[src/rtl/lc3b_types.sv]
// Shared LC-3b datapath types: the machine word and the fetch-controller state encoding.
package lc3b_types;

  typedef logic [15:0] lc3b_word;

  typedef enum logic [1:0] {
    RST   = 2'd0,
    FETCH = 2'd1,
    HOLD  = 2'd2,
    DRAIN = 2'd3
  } fetch_state_t;

  // Redirect target as seen by a deferred flush: the resolved direction picks the path.
  function automatic lc3b_word flush_target(input logic br, input lc3b_word tgt_t,
                                            input lc3b_word tgt_nt);
    return br ? tgt_t : tgt_nt;
  endfunction

endpackage

[src/rtl/fetch_ctrl_sat_counter.sv]
// Up-counter that sticks at all-ones instead of wrapping.
module sat_counter #(
  parameter int WIDTH = 16
) (
  input  logic             clk,
  input  logic             rst,
  input  logic             inc,
  output logic [WIDTH-1:0] cnt
);

  localparam logic [WIDTH-1:0] ONE = {{(WIDTH-1){1'b0}}, 1'b1};

  always_ff @(posedge clk or posedge rst) begin
    if (rst)
      cnt <= '0;
    else if (inc && (cnt != {WIDTH{1'b1}}))
      cnt <= cnt + ONE;
  end

endmodule

[src/rtl/fetch_ctrl.sv]
// Fetch-stage controller: sequences PC loads, the I-cache read port and IF/ID valid,
// deferring mispredict redirects that arrive while an I-cache read is outstanding.
module fetch_ctrl
  import lc3b_types::*;
#(
  parameter int CNT_W = 16
) (
  input  logic             clk,
  input  logic             rst,
  input  logic             icache_resp,
  output logic             icache_read,
  input  logic             stall,
  input  logic             pred_taken,
  input  logic             flush_req,
  input  logic             flush_br,
  input  lc3b_word         flush_tgt_t,
  input  lc3b_word         flush_tgt_nt,
  output logic             pc_load,
  output logic             pc_flush,
  output logic             pc_br_sig,
  output lc3b_word         pc_flush_pc,
  output logic             pc_pred_taken,
  output logic             ifid_valid,
  output logic [CNT_W-1:0] mispredict_cnt
);

  fetch_state_t state;
  lc3b_word     pend_pc;
  lc3b_word     flush_sel;

  assign flush_sel = flush_target(flush_br, flush_tgt_t, flush_tgt_nt);

  always_ff @(posedge clk or posedge rst) begin
    if (rst) begin
      state   <= RST;
      pend_pc <= '0;
    end else begin
      case (state)
        RST: state <= FETCH;
        FETCH: begin
          if (flush_req && !icache_resp) begin
            pend_pc <= flush_sel;
            state   <= DRAIN;
          end else if (icache_resp && !flush_req && stall) begin
            state <= HOLD;
          end
        end
        HOLD: begin
          if (flush_req || !stall)
            state <= FETCH;
        end
        DRAIN: begin
          // The read in flight cannot be cancelled; the newest redirect wins.
          if (icache_resp)
            state <= FETCH;
          else if (flush_req)
            pend_pc <= flush_sel;
        end
        default: state <= RST;
      endcase
    end
  end

  always_comb begin
    icache_read   = 1'b0;
    pc_load       = 1'b0;
    pc_flush      = 1'b0;
    pc_br_sig     = 1'b0;
    pc_flush_pc   = '0;
    pc_pred_taken = 1'b0;
    ifid_valid    = 1'b0;
    case (state)
      FETCH: begin
        icache_read = 1'b1;
        if (icache_resp && flush_req) begin
          pc_load     = 1'b1;
          pc_flush    = 1'b1;
          pc_br_sig   = flush_br;
          pc_flush_pc = flush_tgt_nt;
        end else if (icache_resp && !stall) begin
          pc_load       = 1'b1;
          pc_pred_taken = pred_taken;
          ifid_valid    = 1'b1;
        end
      end
      HOLD: begin
        if (flush_req) begin
          pc_load     = 1'b1;
          pc_flush    = 1'b1;
          pc_br_sig   = flush_br;
          pc_flush_pc = flush_tgt_nt;
        end
      end
      DRAIN: begin
        icache_read = 1'b1;
        // Drained instruction is wrong-path; redirect with an explicit PC value.
        if (icache_resp) begin
          pc_load     = 1'b1;
          pc_flush    = 1'b1;
          pc_flush_pc = flush_req ? flush_sel : pend_pc;
        end
      end
      default: ;
    endcase
  end

  sat_counter #(
    .WIDTH(CNT_W)
  ) u_mispredict_cnt (
    .clk (clk),
    .rst (rst),
    .inc (flush_req && (state != RST)),
    .cnt (mispredict_cnt)
  );

endmodule

[config.mk]
export PLATFORM = sky130hd
export DESIGN_NAME = fetch_ctrl
export DESIGN_NICKNAME = d
export VERILOG_FILES = /design/src/rtl/lc3b_types.sv /design/src/rtl/fetch_ctrl_sat_counter.sv /design/src/rtl/fetch_ctrl.sv
export SDC_FILE = /design/constraint.sdc
export NUM_CORES = 1
export LEC_CHECK = 0
export CAP_MARGIN = 15
export CORE_MARGIN = 2
export CORE_UTILIZATION = 45
export CTS_BUF_LIST = sky130_fd_sc_hd__clkbuf_8
export DETAILED_ROUTE_END_ITERATION = 7
export GPL_ROUTABILITY_DRIVEN = 0
export MAX_ROUTING_LAYER = met4
export PLACE_DENSITY_LB_ADDON = 0.25
export SETUP_SLACK_MARGIN = 0.4
export SLEW_MARGIN = 20
export SYNTH_ARGS = -nofsm -noshare
export SYNTH_HDL_FRONTEND = slang
export SYNTH_SLANG_ARGS = --single-unit
[constraint.sdc]
create_clock -name clk -period 2.05 [get_ports clk]
set_input_delay 0.205 -clock clk [delete_from_list [all_inputs] [get_ports clk]]
set_output_delay 0.205 -clock clk [all_outputs]
set_load 0.05 [all_outputs]
---- Word level (Yosys, flattened, before mapping) ----
Index checks and enable logic that the tools add are counted.
cells by class
  add/subtract/negate cells ............... 1
  eq/ne operators ......................... 9
  multiplexer cells ....................... 30
  reduce and logical (&&, ||, !) cells .... 17
operators by type and width
  kind                   number
  $mux 16                7
  $pmux 16 s3            1
  $pmux 16 s2            1
  $add 16x1->16 const B  1
  $ne 16x16->1 const B   1
  $mux 1                 13
  $mux 2                 4
  $ne 2x2->1 const B     4
  $pmux 2 s4             1
  $logic_and 1x1->1      7
  $pmux 1 s3             2
  $reduce_and 3->1       2
  $eq 2x2->1 const B     2
  $reduce_bool 2->1      2
  $logic_not 1->1        3
  $ne 3x3->1 const B     1
  $eq 2x1->1 const B     1
  $logic_not 2->1        1
  $pmux 1 s2             1
  $reduce_or 2->1        1
  $logic_or 1x1->1       1
word-level totals
  register bits after elaboration ......... 34
  bits of input ports ..................... 39
  output and inout port bits .............. 38

---- Longest topological paths before layout ----
Gate-level depths: netlist of run 1.
  word-level depth ........................ 6
  depth in mapped cells ................... 7
  mapped depth without buffers ............ 6

---- Modules after synthesis ----
Synthesis of run 1 repeated with hierarchy kept, for this count alone.
unflattened totals
  cell total of the unflattened synthesis .. 234
  area, all modules ....................... 2341.0 µm²
by module, submodules not included
  module       times used  cells each  area each (µm²)  sequential area each (µm²)
  fetch_ctrl   1           163         1535.2           450.4
  sat_counter  1           71          805.8            400.4

---- Worst setup path after synthesis of run 1 ----
No wires, ideal clock.
  path kind ............................... reg-to-output
  from .................................... reg state[1]
  to ...................................... out pc_load
  data arrival time ....................... 2.145 ns
  setup slack ............................. -0.300 ns
  stages on the path, launching flop included .. 8
  cell sequence ........................... dfrtp_1 -> inv_1 -> ha_1 -> a21oi_1 -> nor2_1 -> buf_2 -> inv_1 -> a21oi_1
between the ends
  longest elaborated chain between the ends .. 2
  elaborated cells between the ends (all ways) .. 4
  those cells by class .................... eq/ne (3); mux (1)
ends and longest elaborated chain
  what                                             RTL line          RTL
  start, declared                                  fetch_ctrl.sv:27  fetch_state_t state;
  start signal, assigned                           fetch_ctrl.sv:35  state <= RST;
  start signal, assigned                           fetch_ctrl.sv:39  RST: state <= FETCH;
  start signal, assigned                           fetch_ctrl.sv:43  state <= DRAIN;
  $eq 2x2->1 / $eq 2x1->1 (equally long branches)  fetch_ctrl.sv:72  case (state)
  $pmux 1 s3 *                                     fetch_ctrl.sv:72
  end, declared                                    fetch_ctrl.sv:18  output logic pc_load,
Every way passes the cells marked *; elsewhere a longest branch is shown, timed or not.

---- Worst setup path after layout of run 1 ----
  from .................................... in flush_br
  to ...................................... out pc_flush_pc[0]
between the ends
  longest elaborated chain between the ends .. 4
ends and longest elaborated chain
  what             RTL line          RTL
  start, declared  fetch_ctrl.sv:15  input logic flush_br,
  $mux 16          lc3b_types.sv:16  return br ? tgt_t : tgt_nt;
  $mux 16          -
  $mux 16          fetch_ctrl.sv:97  if (icache_resp) begin
  $pmux 16 s3      fetch_ctrl.sv:72
  end, declared    fetch_ctrl.sv:21  output lc3b_word pc_flush_pc,
No other way between the ends.

==> flow_metrics.tcl, run 1 <==
set metrics [dict create \
    fin_nets 391 \
    clock.fmax_mhz 466.0 \
    crit_top_cell "buf_12" \
    vdd_ir_drop_max_v 0.001014 \
    wl_mm 9.486 \
    crit_path_end_kind "primary output" \
    final_util 0.9127 \
    yosysUniqueCellTypes 36 \
    p_leak_nw 1.754 \
    coreArea_sq_um 4629 \
    rsz0062_at_grt "true" \
    drc 0 \
    p_sw_frac 0.4707 \
    required_ns 1.85 \
    criticalPathCategory "input port to primary output" \
    cts_root_buffer "clkbuf_8" \
    drtPass1Iterations 4 \
    critPathCapture "pc_flush_pc[0]" \
    hp-class "input port to asynchronous set/reset pin" \
    crit_fanout 17 \
    ctsHtreeMaxLevel 2 \
    finalCritPeriodShare 1.047 \
    grt_pass1_wl_mm 10.94 \
    postRouteAntennaNets 0 \
    ff2ff_path_depth 9 \
    cap_viol_max_count 0 \
    crit_path_start_kind "input port" \
    die_h_microns 72.81 \
    vias 2532 \
    dpl_cell_area_sq_um 3493 \
    dr.first_iter.drc_count 250 \
    antennaDiodeCount 0 \
    drive_gt1_frac 0.4885 \
    wl_per_cell_microns 23.60 \
    grt_pass1_vias 2228 \
    crit_path_start "flush_br" \
    stdcell_area_sq_um 4225 \
    ys_ff_latch 34 \
    antenna_found_initial 0 \
    cts_tree "yes" \
    finalSetupViolCount 7 \
    syn_to_final_growth_pct 98.30 \
    hpwl_mm 4.171 \
    io_buffer_count 76 \
    synth_fp_nets 291 \
    r2r-start "state[1]" \
    viasPerCell 6.299 \
    die_area_sq_um 5301 \
    rows 25 \
    p_total_w 0.005973 \
    overflow 0 \
    initial_core_util 0.4603 \
    clockPowerShare 0.131 \
    maxSlewHeadroom 0.6605 \
    fillers 165 \
    worstPathCellList "clkdlybuf4s50_1, buf_12, mux2i_1, a21oi_1, a22oi_2, nor2_4, buf_12" \
    syn_area_per_cell_sq_um 8.627 \
    arrival_ns 1.94 \
    slowest_delay_ns 0.53 \
    clk_pin_slew_ns 0.08 \
    synth_cells 247 \
    die_w_microns 72.81 \
    violations "negative setup slack" \
    min_period_ns 2.146 \
    seq_area_frac_synth 0.3993 \
    grt_max_degree 35 \
    hold_violations 0 \
    combinationalPowerShare 0.664 \
    p_int_w 0.003162 \
    p_per_area_nw_per_um2 1414 \
    ys_warn_count 0 \
    dp_worst_setup_slack_ns 0.07618 \
    report.final.slew_viol_count 0 \
    clock_path_buffers 2 \
    io_pins 77 \
    syn-cell-area_sq_um 2131 \
    switchingPower_w 0.002812 \
    status "complete, but fails checks" \
    worst_pin_slew_ns 0.5112 \
    critPathSlowestCell "clkdlybuf4s50_1" \
    regToRegSetupSlack_ns 0.01 \
    numCtsBuffers 5 \
    setup_slack_ns -0.09571 \
    fin_worst_skew_ns 0.01334 \
    grt_usage 0.2773 \
    r2r_end "u_mispredict_cnt.cnt[2]" \
    p_seq_frac 0.205 \
    clk_latency_ns 0.31 \
    cts_sinks 34 \
    holdBufCountCts 0 \
]
[power by group through the flow]
stage          registers [W]  clock network [W]  logic, W
2_1_floorplan        0.00135                  0   0.00178
3_3_place_gp         0.00114                  0   0.00318
3_5_place_dp         0.00114                  0   0.00323
4_1_cts              0.00114           0.000763   0.00345
5_1_grt              0.00123           0.000807   0.00409
6_report             0.00122           0.000784   0.00397
[flip-flops by register name, indices dropped and copies added, names as in the netlist]
name and flops:
state 2, u_mispredict_cnt.cnt 16, pend_pc 16
[critical path, delay by kind of cell]
kind                   cells  cell delay, ns
AOI/OAI and AO/OA          2            0.38
buffers and inverters      3            0.89
muxes                      1            0.39
and+or+nand+nor            1            0.07
[how the worst min path moves through the flow]
stage	start	endpoint	slack, ns
floorplan	rst	pend_pc[0]	0.35
global placement	u_mispredict_cnt.cnt[10]	u_mispredict_cnt.cnt[10]	0.47
detailed placement	u_mispredict_cnt.cnt[10]	u_mispredict_cnt.cnt[10]	0.49
CTS	rst	u_mispredict_cnt.cnt[14]	0.32
global route	rst	u_mispredict_cnt.cnt[15]	0.36
finish	rst	pend_pc[2]	0.30
[stage by stage]
step	hold slack, ns	setup TNS (ns)	instances
after global placement	0.4652	0	371
after detailed placement	0.4851	0	371
after floorplan	0.3456	0	247
after CTS	0.3200	0	388
final	0.3042	-0.3188	402
after global routing	0.3595	-0.8262	402
[synth_stat cells]
library cell / number / area share
buf_1: 3 / 0.0053
and3_1: 1 / 0.0029
or4_4: 1 / 0.0053
nand4_2: 1 / 0.0059
o2111a_1: 1 / 0.0053
nand2b_1: 1 / 0.0029
nor4_1: 3 / 0.0088
nor2b_1: 2 / 0.0059
a21oi_1: 36 / 0.085
nand4_1: 3 / 0.0088
mux2_2: 4 / 0.021
inv_1: 8 / 0.014
or2_2: 1 / 0.0029
nor3_1: 5 / 0.012
o211ai_1: 1 / 0.0035
nor3b_2: 1 / 0.0059
o21ai_0: 1 / 0.0023
and2_1: 2 / 0.0059
nand2_1: 6 / 0.011
mux2i_1: 16 / 0.075
nor4b_1: 2 / 0.0082
nor3_2: 2 / 0.0094
a22oi_1: 16 / 0.056
nand3_1: 6 / 0.014
ha_1: 5 / 0.029
and4b_1: 1 / 0.0047
dfrtp_1: 34 / 0.40
mux2_1: 1 / 0.0053
or2_1: 1 / 0.0029
buf_2: 6 / 0.014
o21a_1: 1 / 0.0035
clkbuf_1: 7 / 0.012
o221a_2: 1 / 0.0053
nor2_1: 55 / 0.097
xor2_1: 10 / 0.041
xnor2_1: 2 / 0.0082
[repair_timing]
action,CTS,global route
resized for setup,49,53
pin swaps,15,14
buffers inserted,8,10
setup endpoints to repair,47,55
cloned,1,4
[area by class of cell]
| cell class | count | area [sq um] | share of cell area |
|---|---|---|---|
| Multi-Input combinational cell | 189 | 1738 | 0.4113 |
| Timing Repair Buffer | 109 | 1381 | 0.3269 |
| Inverter | 8 | 30.03 | 0.007107 |
| Sequential cell | 34 | 870.8 | 0.2061 |
| Clock buffer | 5 | 68.82 | 0.01629 |
| Tap cell | 54 | 67.56 | 0.01599 |
| Clock inverter | 3 | 68.82 | 0.01629 |
[metal layers]
metal / up-vias / wire (microns) / track usage
li1: 1078 / - / -
met1: 1242 / 3656 / 0.3481
met2: 170 / 4743 / 0.4485
met3: 42 / 640 / 0.06077
met4: 0 / 446 / 0.08642
met5: - / 0 / -
[logic make-up (layout without fill, tap and decap cells)]
kind of cell	count (synthesis)	count (layout)	share of synthesized area
buf+inv	24	125	0.04580
xor+xnor	12	12	0.04932
mux	21	21	0.1016
compound gates	57	57	0.1609
flops	34	34	0.3993
simple gates	94	94	0.2137
fa+ha+maj	5	5	0.02936
[cell usage in the layout (no fill, tap or decap), types with 5 or more instances in the layout]
master	Yosys	final
xor2_1	10	10
inv_1	8	6
nor2_4	0	19
a22oi_2	0	16
clkbuf_8	0	5
nor3_4	0	5
buf_12	0	27
a21oi_1	36	20
a21oi_2	0	14
nand2_1	6	5
dfrtp_2	0	16
buf_6	0	6
clkdlybuf4s50_1	0	38
buf_4	0	16
dlygate4sd2_1	0	16
dfrtp_1	34	18
mux2i_1	16	14
nand3_1	6	5
nor2_1	55	34
(Power assumes the default switching activity.)
==> run 2, diff against run 1 <==
- CTS_BUF_LIST: sky130_fd_sc_hd__clkbuf_8 -> sky130_fd_sc_hd__clkbuf_16
- SLEW_MARGIN: 20 -> unset
==> run 2 against run 1 <==
The run now ends clean. First-iteration DRC count increased by 2.4%. Utilization decreased by 5.4 points. Sequential share of layout area increased by 1.3 points. Combinational power decreased by 11%. Critical path depth increased by 1. Global-route usage decreased by 2.4 points. Sequential power about the same. Count of clock-buffer cells in the layout unchanged. Register-to-register slack improved by 0.12 ns. Worst setup slack improved by 0.17 ns. Critical path type is now register to primary output. Largest power group unchanged.
==> flow_metrics.tcl, run 2 (synthesis results as in run 1) <==
set metrics [dict create \
    wl_per_cell_microns 19.18 \
    io_buffer_count 76 \
    slowest_delay_ns 0.44 \
    vias 2342 \
    die_h_microns 72.81 \
    cts_sinks 34 \
    crit_fanout 9 \
    drc 0 \
    crit_path_start_kind "register" \
    p_int_w 0.003185 \
    switchingPower_w 0.002559 \
    cts_tree "yes" \
    cap_viol_max_count 0 \
    regToRegSetupSlack_ns 0.13 \
    combinationalPowerShare 0.617 \
    clock_path_buffers 2 \
    hp-class "input port to asynchronous set/reset pin" \
    grt_pass1_wl_mm 10.14 \
    clk_pin_slew_ns 0.06 \
    die_area_sq_um 5301 \
    p_seq_frac 0.208 \
    antennaDiodeCount 0 \
    grt_usage 0.2538 \
    clockPowerShare 0.175 \
    grt_max_degree 35 \
    status "finished, final reports clean" \
    critPathSlowestCell "dfrtp_2" \
    io_pins 77 \
    worstPathCellList "inv_2, ha_4, a21oi_4, nor2_4, clkbuf_16, a22oi_2, nor2_4, buf_12" \
    viasPerCell 6.036 \
    maxSlewHeadroom 0.6536 \
    cts_root_buffer "clkbuf_16" \
    hold_violations 0 \
    wl_mm 7.443 \
    clock.fmax_mhz 506.5 \
    p_leak_nw 1.640 \
    min_period_ns 1.974 \
    criticalPathCategory "register to primary output" \
    clk_latency_ns 0.28 \
    report.final.slew_viol_count 0 \
    r2r-start "state[1]" \
    final_cell_mix "38 x clkdlybuf4s50_1, 34 x nor2_1, 33 x a21oi_1" \
    rows 25 \
    numCtsBuffers 5 \
    required_ns 1.85 \
    final_cells 388 \
    drtPass1Iterations 5 \
    overflow 0 \
    top_regs "pend_pc x16, u_mispredict_cnt.cnt x16, state x2" \
    postRouteAntennaNets 0 \
    initial_core_util 0.4603 \
    r2r_end "u_mispredict_cnt.cnt[12]" \
    grt_pass1_vias 2178 \
    worst_pin_slew_ns 0.5216 \
    finalSetupViolCount 0 \
    coreArea_sq_um 4629 \
    drive_gt1_frac 0.4162 \
    crit_path_end_kind "primary output" \
    fin_worst_skew_ns 0.006418 \
    rsz0062_at_grt "true" \
    dr.first_iter.drc_count 256 \
    setup-tns-final_ns 0 \
    p_per_area_nw_per_um2 1445 \
    ctsHtreeMaxLevel 2 \
    crit_top_cell "nor2_4" \
    vdd_ir_drop_max_v 0.001081 \
    arrival_ns 1.77 \
    finalCritPeriodShare 0.9632 \
    die_w_microns 72.81 \
    dpl.cell_count 371 \
    p_sw_frac 0.4455 \
    fin_nets 377 \
    final_common_cell "clkdlybuf4s50_1" \
    ff2ff_path_depth 7 \
    antenna_found_initial 0 \
    hpwl_mm 4.171 \
    holdBufCountCts 0 \
    syn_to_final_growth_pct 86.55 \
]
==> run 2: cell types whose count changed in the layout (fill, tap and decap cells not counted), moves of 3 or more <==
cell	delta
a21oi_1	+13
buf_6	-3
nor3_1	+3
nor4_2	+3
nor3_4	-4
clkbuf_16	+4
a21oi_2	-13
nor4_4	-3
buf_4	-7
clkbuf_8	-5
==> run 2: worst max-delay path by stage <==
stage,from,to,slack (ns),cells after the start
after floorplan,u_mispredict_cnt.cnt[2],u_mispredict_cnt.cnt[14],0.21,4
after global placement,flush_br,pc_flush_pc[9],0.13,7
after detailed placement,flush_br,pc_flush_pc[9],0.08,7
after CTS,state[1],pc_flush_pc[12],0.07,7
after global routing,state[1],pc_flush_pc[10],0.02,8
final,state[0],pc_flush_pc[3],0.08,8
==> run 2: power by group through the flow <==
stage          clock [W]  combinational (W)  sequential (W)
6_report         0.00100            0.00355         0.00119
5_1_grt          0.00104            0.00372         0.00121
2_1_floorplan          0            0.00178         0.00135
3_5_place_dp           0            0.00323         0.00114
3_3_place_gp           0            0.00318         0.00114
4_1_cts          0.00101            0.00334         0.00114
==> run 2: critical path, delay by kind of cell (launching register included) <==
kind	cells	cell delay [ns]
adder cells (fa/ha/maj)	1	0.18
buffers and inverters	3	0.41
flip-flops	1	0.44
AO/OA/AOI/OAI	2	0.34
AND/OR/NAND/NOR	2	0.12
==> run 2: final cells by class <==
type / count / area, sq um
sequential: 34 / 870.8
multi-input combinational: 189 / 1605
tap: 54 / 67.56
timing repair buffer: 95 / 1207
clock buffer: 5 / 125.1
clock inverter: 3 / 68.82
fill: 224 / 654.4
inverter: 8 / 30.03
==> run 2: what timing repair did <==
action | CTS | global route
setup buffers | 5 | 2
setup endpoints to repair | 47 | 47
cloned | 0 | 2
pin swaps | 17 | 7
gates resized for setup | 42 | 24
hold endpoints to repair | 0 | 0
==> run 2: per-stage QoR <==
stage                     area (sq um)  power [W]  hold WS (ns)  setup WS (ns)  utilization
after floorplan                   2424   0.003134        0.3456         0.2124            -
after global placement            3493   0.004316        0.4652         0.1329       0.7546
after detailed placement          3493   0.004371        0.4851        0.07618       0.7546
after CTS                         3811   0.005483        0.3385        0.06680       0.8232
after global routing              3975   0.005965        0.3811        0.01542       0.8586
final                             3975   0.005745        0.3231        0.07552       0.8586
==> run 2: layer usage <==
layer / track usage / vias to the layer above / routed length [microns]
li1: - / 1044 / -
met1: 0.3115 / 1182 / 3098
met2: 0.4232 / 103 / 3854
met3: 0.05387 / 13 / 372
met4: 0.07202 / 0 / 118
met5: - / - / 0
